[config.mk]
export PLATFORM = sky130hd
export DESIGN_NAME = mux_scan_sel
export DESIGN_NICKNAME = d
export VERILOG_FILES = /design/src/rtl/mux_scan_sel_pkg.sv /design/src/rtl/mux_scan_sel_dwell_counter.sv /design/src/rtl/mux_scan_sel.sv
export SDC_FILE = /design/constraint.sdc
export NUM_CORES = 1
export LEC_CHECK = 0
export CORE_MARGIN = 4
export CORE_UTILIZATION = 60
export DETAILED_ROUTE_END_ITERATION = 8
export DONT_BUFFER_PORTS = 1
export PLACE_DENSITY = 0.78
export SETUP_SLACK_MARGIN = 0.02
export SLEW_MARGIN = 40
export SYNTH_ARGS = -nofsm -noshare
export SYNTH_HDL_FRONTEND = slang
export SYNTH_SLANG_ARGS = --single-unit
export TNS_END_PERCENT = 30
[constraint.sdc]
create_clock -name clk_i -period 2.2 [get_ports clk_i]
set_input_delay 0.11 -clock clk_i [delete_from_list [all_inputs] [get_ports clk_i]]
set_output_delay 0.11 -clock clk_i [all_outputs]
set_load 0.03 [all_outputs]
[src/rtl/mux_scan_sel_pkg.sv]
// Shared mode encodings and the one-hot channel-enable helper for mux_scan_sel.
package mux_scan_pkg;

  localparam logic MODE_DIRECT = 1'b0;
  localparam logic MODE_SCAN   = 1'b1;

  // Widest enable the helper can build; callers size-cast the result down to N.
  localparam int MAX_CH = 64;

  function automatic logic [MAX_CH-1:0] onehot(input int unsigned idx, input int unsigned n);
    logic [MAX_CH-1:0] oh;
    oh = '0;
    if ((idx < n) && (idx < MAX_CH)) begin
      oh = {{(MAX_CH-1){1'b0}}, 1'b1} << idx;
    end
    return oh;
  endfunction

endpackage

[src/rtl/mux_scan_sel_dwell_counter.sv]
// Dwell counter for scan mode: counts 0..DWELL-1 while enabled, TC flags the last count.
module dwell_counter #(
  parameter int DWELL = 4
) (
  input  logic clk_i,
  input  logic rst_ni,
  input  logic en_i,
  input  logic clr_i,
  output logic tc_o
);

  localparam int CW = (DWELL > 1) ? $clog2(DWELL) : 1;
  localparam logic [CW-1:0] LAST = CW'(DWELL - 1);

  logic [CW-1:0] cnt_q, cnt_d;

  always_comb begin
    cnt_d = cnt_q;
    if (clr_i) begin
      cnt_d = '0;
    end else if (en_i) begin
      cnt_d = (cnt_q == LAST) ? '0 : cnt_q + CW'(1);
    end
  end

  always_ff @(posedge clk_i or negedge rst_ni) begin
    if (!rst_ni) begin
      cnt_q <= '0;
    end else begin
      cnt_q <= cnt_d;
    end
  end

  assign tc_o = (cnt_q == LAST);

endmodule

[src/rtl/mux_scan_sel.sv]
// Registered N-channel selector: follows SEL in direct mode or rotates channels with a
// fixed dwell in scan mode. OUT, CH_IDX and CH_EN all load from one next-index value.
module mux_scan_sel
  import mux_scan_pkg::*;
#(
  parameter int N     = 7,
  parameter int W     = 5,
  parameter int SW    = (N > 1) ? $clog2(N) : 1,
  parameter int DWELL = 4
) (
  input  logic            clk_i,
  input  logic            rst_ni,
  input  logic [N*W-1:0]  in_i,
  input  logic [SW-1:0]   sel_i,
  input  logic            mode_i,
  input  logic            hold_i,
  output logic [W-1:0]    out_o,
  output logic [SW-1:0]   ch_idx_o,
  output logic [N-1:0]    ch_en_o,
  output logic            step_o
);

  logic [W-1:0]  chan [N];
  logic [W-1:0]  out_q, out_d;
  logic [SW-1:0] ch_idx_q, idx_n, cur_idx;
  logic [N-1:0]  ch_en_q, ch_en_d;
  logic          step_q, step_d;
  logic          tc;
  logic          cnt_clr, cnt_en;

  for (genvar gi = 0; gi < N; gi++) begin : g_chan
    assign chan[gi] = in_i[gi*W +: W];
  end

  assign cnt_clr = (mode_i == MODE_DIRECT);
  assign cnt_en  = !hold_i;

  dwell_counter #(.DWELL(DWELL)) u_dwell (
    .clk_i  (clk_i),
    .rst_ni (rst_ni),
    .en_i   (cnt_en),
    .clr_i  (cnt_clr),
    .tc_o   (tc)
  );

  always_comb begin
    // An out-of-range index left over from direct mode restarts the scan at channel 0.
    cur_idx = (32'(ch_idx_q) >= N) ? '0 : ch_idx_q;
    step_d  = (mode_i == MODE_SCAN) && !hold_i && tc;
    if (mode_i == MODE_DIRECT) begin
      idx_n = sel_i;
    end else if (step_d) begin
      idx_n = (32'(cur_idx) == N - 1) ? '0 : cur_idx + SW'(1);
    end else begin
      idx_n = cur_idx;
    end

    out_d = '0;
    for (int k = 0; k < N; k++) begin
      if (32'(idx_n) == k) out_d = chan[k];
    end
    ch_en_d = N'(onehot(32'(idx_n), N));
  end

  always_ff @(posedge clk_i or negedge rst_ni) begin
    if (!rst_ni) begin
      out_q    <= '0;
      ch_idx_q <= '0;
      ch_en_q  <= '0;
      step_q   <= 1'b0;
    end else begin
      out_q    <= out_d;
      ch_idx_q <= idx_n;
      ch_en_q  <= ch_en_d;
      step_q   <= step_d;
    end
  end

  assign out_o    = out_q;
  assign ch_idx_o = ch_idx_q;
  assign ch_en_o  = ch_en_q;
  assign step_o   = step_q;

endmodule

==> flow_metrics.env <==
export IMPL_status="completed"
export IMPL_timing_rr_end="out_o[4]$_DFF_PN0_"
export IMPL_drtAntennaViolNets=0
export IMPL_clk_transition_reported_paths_ns=0.11
export IMPL_p_leak_nw=0.625
export IMPL_routabilityCongestion=0.844
export IMPL_core_area_mm2=0.00178
export IMPL_fin_skew_ns=0.00882
export IMPL_reg2reg_depth=7
export IMPL_final_util_pct=78.4
export IMPL_cts_sinks=18
export IMPL_fin_crit_sh_pct=94.0
export IMPL_async_flop_share_pct=100
export IMPL_syn_inst=134
export IMPL_dr_first_iter_drc_count=37
export IMPL_min_to="u_dwell.cnt_q[1]$_DFFE_PN0P_"
export IMPL_die_h_um=52.2
export IMPL_antenna_found_initial=0
export IMPL_setup_viol=0
export IMPL_comb_power_share_pct=31.5
export IMPL_cellPowerDensity_mw_per_mm2=746
export IMPL_crit_path_end_kind="flop"
export IMPL_wire_per_inst_um=18.1
export IMPL_routed_wl_um=3140
export IMPL_die_w_um=52.2
export IMPL_cp_max_fo=5
export IMPL_cts_root_buf="clkbuf_4"
export IMPL_max_freq_mhz=484
export IMPL_ys_ff_latch=18
export IMPL_dp_hpwl_um=2240
export IMPL_min_from="hold_i"
export IMPL_cts_tree="done"
export IMPL_area_growth_syn_to_layout_pct=19.5
export IMPL_tns_ns=0
export IMPL_fin_crit_ns=2.07
export IMPL_worstPathRequired_ns=2.39
export IMPL_switching_share_pct=39.3
export IMPL_layout_drive_gt1_share_pct=18.9
export IMPL_cts_buffers_inserted=3
export IMPL_remaining_drc_errors=0
export IMPL_stdcell_area_mm2=0.00140
export IMPL_clockBufferDepth=2
export IMPL_min_path_cells=2
export IMPL_tightest_slew_ns=0.532
export IMPL_placed_area_mm2=0.00123
export IMPL_clock_latency_ns=0.29
export IMPL_synth_ff_type="dfrtp_1"
export IMPL_yosysTopAreaCell="dfrtp_1"
export IMPL_slew_violations=0
export IMPL_grt_pass1_vias=1069
export IMPL_worstSetupStartpointType="flop"
export IMPL_yosys_area_top_type_share_pct=38.5
export IMPL_dieArea_mm2=0.00272
export IMPL_syn_nets=177
export IMPL_cts_setup_buffers=0
export IMPL_rows=15
export IMPL_hold_violations=0
export IMPL_htree_levels=1
export IMPL_synth_edf_count=0
export IMPL_ys_seq_area_share_pct=38.5
export IMPL_rsz0062_at_grt="true"
export IMPL_overflow=0
export IMPL_p_switching_mw=0.410
export IMPL_hold_class="primary input to flop"
export IMPL_num_io_pins=58
export IMPL_ir_drop_mv=0.492
export IMPL_grt_max_degree=19
export IMPL_dr_pass1_iters=4
export IMPL_vias_per_cell=6.24
export IMPL_r2r_slack_ns=0.13
export IMPL_critPathKind="flop to flop"
export IMPL_syn_cell_area_mm2=0.00117
export IMPL_synth_cell_type_count=37
export IMPL_slew_headroom_pct=64.4
export IMPL_grt_use_total_pct=23.5
export IMPL_power_internal_mw=0.632
export IMPL_synth_area_top_cells="dfrtp_1, nor2_1, nand3_1, a21oi_1, mux2i_1"
export IMPL_syn_mean_instance_area_um2=8.73
export IMPL_nets=192
export IMPL_start_util_pct=65.6
export IMPL_clock_power_share_pct=19.7
export IMPL_portBuffers=0
export IMPL_p_seq_share_pct=48.8
export IMPL_grt_pass1_wl_um=4800
export IMPL_reg2reg_from="u_dwell.cnt_q[0]$_DFFE_PN0P_"
export IMPL_synth_warning_count=0
export IMPL_vias=1079
export IMPL_n_antenna_cell=0
export IMPL_arrival_ns=2.26
export IMPL_cap_viol_max_count=0
[cell usage after synthesis, types with 2 or more instances]
library cell   n
a221oi_1       3
nand2_1        9
nor3_1         4
a31oi_1        4
o21ai_0        3
nor2_1        16
o21ai_1        2
a21oi_1       10
a21o_1         2
mux2i_1        5
o21a_1         3
o32a_1         3
dfrtp_1       18
nand3_1       11
inv_1          7
and2_1         2
inv_2          3
nor2b_1        7
buf_2          4
[power by group through the flow]
| stage | combinational (mW) | sequential (mW) | clock (mW) |
|---|---|---|---|
| floorplan | 0.213 | 0.518 | 0 |
| global placement | 0.276 | 0.512 | 0 |
| detailed placement | 0.286 | 0.511 | 0 |
| CTS | 0.306 | 0.505 | 0.204 |
| global route | 0.362 | 0.516 | 0.218 |
| finish | 0.328 | 0.509 | 0.205 |
[area by class of cell]
class | instances | area [um2]
multi-input cells | 101 | 714
flip-flops and latches | 18 | 450
fillers | 123 | 385
repair buffers | 15 | 128
inverters | 10 | 37.5
clock buffers | 4 | 36.3
well taps | 25 | 31.3
[metal layers]
| metal | global-route usage (%) | share of wire, % | routed length, um | vias to the layer above |
|---|---|---|---|---|
| li1 | - | - | - | 508 |
| met1 | 27.5 | 38 | 1200 | 519 |
| met2 | 40.8 | 52 | 1630 | 48 |
| met3 | 7.74 | 9.5 | 298 | 4 |
| met4 | 6.81 | 0.38 | 12 | 0 |
| met5 | 0 | 0 | 0 | - |
[kinds of logic after synthesis]
group	after synthesis	share of synthesized area [%]
and+or+nand+nor	56	24.1
adders and majority gates	1	1.07
muxes	6	5.24
DFF	18	38.5
AOI/OAI and AO/OA	37	24.5
buffers and inverters	15	5.24
xor gates and xnor gates	1	1.39
[worst max-delay path, cell delays in order, from the launching register on]
cell and delay, ns:
dfrtp_1 0.42, ha_4 0.17, nor2b_4 0.25, xnor2_4 0.12
a21o_1 0.25, a221oi_2 0.31, a31oi_1 0.12, o32a_1 0.34
[state kept, by name, indices dropped and copies added (netlist names)]
signal / count
out_o: 5
step_o: 1
u_dwell.cnt_q: 2
ch_idx_o: 3
ch_en_o: 7
[what timing repair did]
item,4_1_cts,5_1_grt
resized for setup,0,9
hold buffers,7,1
setup endpoints to repair,0,4
endpoints found under the hold margin,25,18
[cell usage in the layout (no fill, tap or decap), drive strengths merged]
cell type | synthesis | final
dfrtp | 18 | 18
nor2 | 16 | 16
nand3 | 11 | 11
a21oi | 10 | 10
inv | 10 | 10
nand2 | 9 | 9
nor2b | 8 | 8
buf | 5 | 8
dlygate4sd3 | 0 | 7
mux2i | 5 | 5
o21ai | 5 | 5
nor3 | 4 | 4
a31oi | 4 | 4
clkbuf | 0 | 4
a221oi | 4 | 4
o21a | 3 | 3
o32a | 3 | 3
and2 | 2 | 2
a21o | 2 | 2
o22ai | 2 | 2
nand3b | 1 | 1
nand2b | 1 | 1
o311ai | 1 | 1
and3b | 1 | 1
o211ai | 1 | 1
xnor2 | 1 | 1
nor3b | 1 | 1
o31ai | 1 | 1
or2 | 1 | 1
a2111o | 1 | 1
mux2 | 1 | 1
or3 | 1 | 1
ha | 1 | 1
[through the flow]
step / cells / setup WS [ns] / hold slack, ns / power, mW
floorplan: 134 / 0.218 / -0.186 / 0.732
global placement: 161 / 0.130 / -0.185 / 0.787
detailed placement: 161 / 0.0583 / -0.185 / 0.797
CTS: 172 / 0.0467 / 0.0226 / 1.02
global route: 173 / 0.00551 / 0.0501 / 1.10
finish: 173 / 0.133 / 0.0188 / 1.04
[how the worst max path moves through the flow]
stage	startpoint	to	slack (ns)	cells after the start
after floorplan	ch_idx_o[0]$_DFF_PN0_	out_o[2]$_DFF_PN0_	0.22	8
after global placement	u_dwell.cnt_q[0]$_DFFE_PN0P_	out_o[4]$_DFF_PN0_	0.13	7
after detailed placement	u_dwell.cnt_q[0]$_DFFE_PN0P_	out_o[4]$_DFF_PN0_	0.06	7
after CTS	u_dwell.cnt_q[0]$_DFFE_PN0P_	out_o[4]$_DFF_PN0_	0.05	7
after global routing	u_dwell.cnt_q[0]$_DFFE_PN0P_	out_o[1]$_DFF_PN0_	0.006	7
final	u_dwell.cnt_q[0]$_DFFE_PN0P_	out_o[4]$_DFF_PN0_	0.13	7
(Power assumes the default switching activity.)
